### src/rtl/vga_crtc_update_master.sv
// vga_crtc_update_master
// Bus initiator that reprograms the CRTC cursor registers (0xA, 0xB, 0xE, 0xF)
// through the VGA index/value word port, optionally waiting for vertical
// retrace first by polling the input status register. Every bus access is
// followed by a one-cycle GAP so a registered ack that lingers is never
// mistaken for the ack of the next access.
module vga_crtc_update_master #(
    parameter logic [18:0] BASE_ADDR   = 19'h001E8,
    parameter int          POLL_LIMIT  = 1024,
    parameter int          ACK_TIMEOUT = 64
) (
    input  logic        clk,
    input  logic        reset,
    input  logic        req,
    input  logic        wait_vsync,
    input  logic [1:0]  cursor_mode,
    input  logic [2:0]  scan_start,
    input  logic [2:0]  scan_end,
    input  logic [14:0] cursor_pos,
    output logic        busy,
    output logic        done,
    output logic        error,
    output logic        vsync_timeout,
    output logic [18:0] m_addr,
    output logic [15:0] m_data_out,
    input  logic [15:0] m_data_in,
    output logic [1:0]  m_bytesel,
    output logic        m_wr_en,
    output logic        m_access,
    input  logic        m_ack
);

    localparam logic [2:0] IDLE  = 3'd0;
    localparam logic [2:0] POLL  = 3'd1;
    localparam logic [2:0] WRITE = 3'd2;
    localparam logic [2:0] GAP   = 3'd3;
    localparam logic [2:0] DONE  = 3'd4;
    localparam logic [2:0] ERR   = 3'd5;

    localparam int PW = $clog2(POLL_LIMIT + 1);
    localparam int AW = $clog2(ACK_TIMEOUT + 1);

    logic [2:0]  state_reg;
    logic [2:0]  gap_next_reg;     // where GAP goes once the idle cycle has passed
    logic [1:0]  k_reg;            // index of the CRTC write in progress
    logic [PW-1:0] poll_cnt_reg;
    logic [AW-1:0] ack_cnt_reg;    // cycles the current access has waited for ack
    logic        vsync_timeout_reg;
    logic [1:0]  mode_reg;
    logic [2:0]  start_reg;
    logic [2:0]  end_reg;
    logic [13:0] pos_reg;

    logic        ack_expired;
    logic        unused_bits;

    // Only status bit 3 (vertical retrace) and cursor address bits [13:0] matter.
    assign unused_bits = cursor_pos[14] ^ (^m_data_in[15:4]) ^ (^m_data_in[2:0]);

    assign ack_expired = (ack_cnt_reg == AW'(ACK_TIMEOUT - 1));

    // Sequencer: accept, retrace polling, four writes, watchdog abort.
    always_ff @(posedge clk or posedge reset) begin
        if (reset) begin
            state_reg         <= IDLE;
            gap_next_reg      <= IDLE;
            k_reg             <= 2'd0;
            poll_cnt_reg      <= '0;
            ack_cnt_reg       <= '0;
            vsync_timeout_reg <= 1'b0;
            mode_reg          <= 2'd0;
            start_reg         <= 3'd0;
            end_reg           <= 3'd0;
            pos_reg           <= 14'd0;
        end else begin
            case (state_reg)
                IDLE: begin
                    if (req) begin
                        mode_reg          <= cursor_mode;
                        start_reg         <= scan_start;
                        end_reg           <= scan_end;
                        pos_reg           <= cursor_pos[13:0];
                        vsync_timeout_reg <= 1'b0;
                        k_reg             <= 2'd0;
                        poll_cnt_reg      <= '0;
                        ack_cnt_reg       <= '0;
                        state_reg         <= wait_vsync ? POLL : WRITE;
                    end
                end
                POLL: begin
                    if (m_ack) begin
                        ack_cnt_reg <= '0;
                        state_reg   <= GAP;
                        if (m_data_in[3]) begin
                            gap_next_reg <= WRITE;
                        end else if (poll_cnt_reg == PW'(POLL_LIMIT - 1)) begin
                            // Give up on retrace but still apply the update.
                            vsync_timeout_reg <= 1'b1;
                            gap_next_reg      <= WRITE;
                        end else begin
                            poll_cnt_reg <= poll_cnt_reg + 1'b1;
                            gap_next_reg <= POLL;
                        end
                    end else if (ack_expired) begin
                        state_reg <= ERR;
                    end else begin
                        ack_cnt_reg <= ack_cnt_reg + 1'b1;
                    end
                end
                WRITE: begin
                    if (m_ack) begin
                        ack_cnt_reg  <= '0;
                        state_reg    <= GAP;
                        gap_next_reg <= (k_reg == 2'd3) ? DONE : WRITE;
                        k_reg        <= k_reg + 1'b1;
                    end else if (ack_expired) begin
                        state_reg <= ERR;
                    end else begin
                        ack_cnt_reg <= ack_cnt_reg + 1'b1;
                    end
                end
                GAP:     state_reg <= gap_next_reg;
                DONE:    state_reg <= IDLE;
                ERR:     state_reg <= IDLE;
                default: state_reg <= IDLE;
            endcase
        end
    end

    // Bus signals decoded from state so they stay stable for the whole access.
    always_comb begin
        m_access   = 1'b0;
        m_wr_en    = 1'b0;
        m_addr     = 19'd0;
        m_data_out = 16'd0;
        m_bytesel  = 2'b00;
        case (state_reg)
            POLL: begin
                m_access  = 1'b1;
                m_addr    = BASE_ADDR + 19'd5;
                m_bytesel = 2'b01;
            end
            WRITE: begin
                m_access  = 1'b1;
                m_wr_en   = 1'b1;
                m_addr    = BASE_ADDR + 19'd2;
                m_bytesel = 2'b11;
                case (k_reg)
                    2'd0:    m_data_out = {2'b00, mode_reg, 1'b0, start_reg, 8'h0A};
                    2'd1:    m_data_out = {5'b00000, end_reg, 8'h0B};
                    2'd2:    m_data_out = {2'b00, pos_reg[13:8], 8'h0E};
                    default: m_data_out = {pos_reg[7:0], 8'h0F};
                endcase
            end
            default: ;
        endcase
    end

    assign busy          = (state_reg != IDLE);
    assign done          = (state_reg == DONE);
    assign error         = (state_reg == ERR);
    assign vsync_timeout = vsync_timeout_reg;

endmodule

### config.mk
export PLATFORM = sky130hd
export DESIGN_NAME = vga_crtc_update_master
export DESIGN_NICKNAME = d
export VERILOG_FILES = /design/src/rtl/vga_crtc_update_master.sv
export SDC_FILE = /design/constraint.sdc
export NUM_CORES = 1
export LEC_CHECK = 0
export ABC_AREA = 1
export BUFFER_PORTS_ARGS = -buffer_cell sky130_fd_sc_hd__buf_4
export CORE_MARGIN = 8
export CORE_UTILIZATION = 25
export CTS_CLUSTER_SIZE = 25
export DETAILED_ROUTE_END_ITERATION = 10
export HOLD_SLACK_MARGIN = 0.1
export PLACE_DENSITY_LB_ADDON = 0.05
export SLEW_MARGIN = 20
export SYNTH_ARGS = -nofsm -noshare
export SYNTH_HDL_FRONTEND = slang
export SYNTH_SLANG_ARGS = --single-unit
export TNS_END_PERCENT = 50
### constraint.sdc
create_clock -name clk -period 1.5 [get_ports clk]
set_input_delay 0.075 -clock clk [delete_from_list [all_inputs] [get_ports clk]]
set_output_delay 0.075 -clock clk [all_outputs]
set_load 0.05 [all_outputs]
==> summary.md <==
| Metric | Value |
|---|---|
| Starting Density | 0.253 |
| Via density | 4.23 |
| Seq/Total Area, Yosys | 0.430 |
| Setup slack after layout | -0.124 ns |
| Outcome | complete, but fails checks |
| Largest register FFs | 14 |
| Failing checks | setup timing |
| Clock Tree Root | clkbuf_16 |
| CP required | 1.42 ns |
| Max Slew Vio Count | 0 |
| DR iter-0 viols | 63 |
| Crit start category | flop |
| Max Clock Freq | 616 MHz |
| Synth unique cells | 32 |
| Final cell count without fillers | between 600 and 700 |
| Critical Path Slowest Stage Cell | dfrtp_2 |
| # H-tree levels | 2 |
| Largest net degree at the start of global routing | 50 |
| Clock Latency Late Sink | 0.29 ns |
| Mean Syn Cell Area | 7.53 um2 |
| DIE AREA | 15100 um2 |
| GRT overflow | 0 |
| CP Capture Type | primary output |
| Ant diodes | 0 |
| CTS tree | done |
| Final Skew | 0.00565 ns |
| Fin Setup TNS | -1.18 ns |
| CP bufs+invs | 3 |
| Pwr dens | 1980 nW/um2 |
| Fin crit share | 1.08 |
| Arrival @ worst endpoint | about 1.6 ns |
| Drt first pass iters | 4 |
| Core ar. | approximately 11000 um2 |
| Final Hold Vio Count | 0 |
| VDD IR max | approximately 1.0 mV |
| Vias in the first global route | 2771 |
| Avg WL per Cell | 13.2 um |
| R2R Path Start | state_reg[0] |
| GRT Util Overall | 0.111 |
| I/O pin cnt | 87 |
| Nets | 553 |
| Critical setup path kind | reg2out |
| Final setup viols | 21 |
| Area after DPL | between 3000 and 4000 um2 |
| Hold crit path type | in2reg |
| Global-route wire length before repair | 13.5 mm |
| Die Wd | 123 um |
| Post-Synthesis Cell Area | 2850 um2 |
| Placed insts | 589 |
| Antenna Nets Post-Route | 0 |
| Row count | 39 |
| Worst hold path startpoint | wait_vsync |
| Die Y | between 100 and 150 um |
| Final HPWL DP | 5.62 mm |
| Final instance area | about 4900 um2 |
| DRC viols | 0 |
| Drt total wl | 8.54 mm |
| Initial antenna violation count | 0 |
| Buffer depth of the longest clock path | 2 |
| CP cell instances | ha_4 -> clkinv_8 -> buf_8 -> nor3_4 -> buf_6 |
| FF+latch count, synth | 49 |
| Area delta synth->final | 70.0% |
| Syn Inst Count | 379 |
| Max-cap violations | 0 |
| Largest stage delay on the critical path | about 0.45 ns |
| Clk slew on worst S/H paths | 0.07 ns |
| Via count | 2735 |
| Leak pwr | between 0.002 and 0.0025 uW |
| Crit-path max FO | 9 |
| Share of post-route cells with drive strength above 1 | 0.414 |
| Worst setup path start | k_reg[0] |
| Total power draw | between 9000 and 10000 uW |
| Final min period | 1.62 ns |
| Total CTS buffers | 5 |
| Final GP Congestion | slightly above 0.7 |
| Crit-path leading delay family | flip-flops |
| Number of port buffers | 55 |
| Synth warn | 0 |
| # clock sinks | 49 |
| RSZ-0062 raised after global routing | true |
-- power breakdown --
| group | leakage [uW] | switching, uW | internal, uW |
|---|---|---|---|
| clock | 0.0000652 | 485 | 622 |
| sequential | 0.000636 | 366 | 1750 |
| combinational | 0.00174 | 3520 | 2870 |
-- worst min-delay path, stage by stage --
cell	delay, ns
buf_4	0.09
o21ai_0	0.07
nand2_1	0.06
nand3_1	0.07
nand2_1	0.07
-- final timing paths --
path | endpoint | slack (ns) | cells after the start
setup / recovery | m_data_out[15] | -0.12 | 5
min in group asynchronous | pos_reg[9] | 0.39 | 4
hold reg to reg | start_reg[2] | 0.48 | 2
max in group asynchronous | k_reg[1] | 0.85 | 4
hold / removal | state_reg[0] | 0.18 | 5
setup reg to reg | poll_cnt_reg[2] | 0 | 10
-- cells in the mapped netlist (all sizes together) --
master | number | area, um2
a21oi | 8 | 40.0
conb | 1 | 3.75
dfrtp | 49 | 1230
nand2 | 169 | 669
nand4 | 5 | 31.3
xnor2 | 2 | 17.5
nor3 | 5 | 25.0
buf | 32 | 241
o21ai | 12 | 60.1
inv | 33 | 124
clkbuf | 1 | 3.75
xor2 | 5 | 43.8
nand3 | 22 | 133
or2 | 2 | 12.5
nand3b | 1 | 7.51
clkinv | 2 | 8.75
ha | 7 | 87.6
nor2 | 18 | 87.6
a31oi | 5 | 31.3
-- metal layers --
layer,part of all wire,vias up,GRT usage
met4,0.011,0,0.0312
met3,0.051,7,0.0276
met2,0.50,53,0.185
met5,0,-,0
li1,-,1382,-
met1,0.43,1293,0.140
-- cell families (layout without fill, tap and decap cells) --
family	count (synthesis)	count (layout)	synth area share
other	1	15	0.00131
XOR/XNOR	7	7	0.0215
flip-flops	49	49	0.430
AO/OA/AOI/OAI	25	25	0.0460
adder cells (fa/ha/maj)	7	7	0.0307
buffers and inverters	68	178	0.132
AND/OR/NAND/NOR	222	222	0.338
-- cell usage in the layout (no fill, tap or decap), types with 10 or more instances in the layout --
cell,instances
buf_6,26
nand2_2,24
buf_4,64
dfrtp_1,46
conb_1,15
nor2_1,10
nand3_1,16
nand2_4,19
dlygate4sd3_1,24
buf_12,12
nand2_1,126
inv_1,23
-- layout make-up --
cell class / count / area (um2)
clock buffer: 8 / 136
fill: 1133 / 6420
inverter: 35 / 168
multi-input combinational: 276 / 1710
sequential: 49 / 1230
tap: 143 / 179
timing repair buffer: 135 / 1430
-- timing repair --
action / 4_1_cts / 5_1_grt
endpoints found under the hold margin: 72 / 0
gates resized for setup: 68 / 93
pin swaps: 10 / 21
setup buffers: 10 / 11
hold buffers: 24 / 0
setup endpoints to repair: 19 / 68
gates cloned: 0 / 4
-- metrics by stage --
stage	hold WS, ns	setup slack [ns]	utilization
floorplan	0.185	-0.0553	-
global placement	0.161	0.00913	0.323
detailed placement	0.162	0.0341	0.323
CTS	0.182	-0.122	0.386
global route	0.234	-0.196	0.430
finish	0.183	-0.124	0.430
Note: power is estimated with default switching activity, not from simulation.
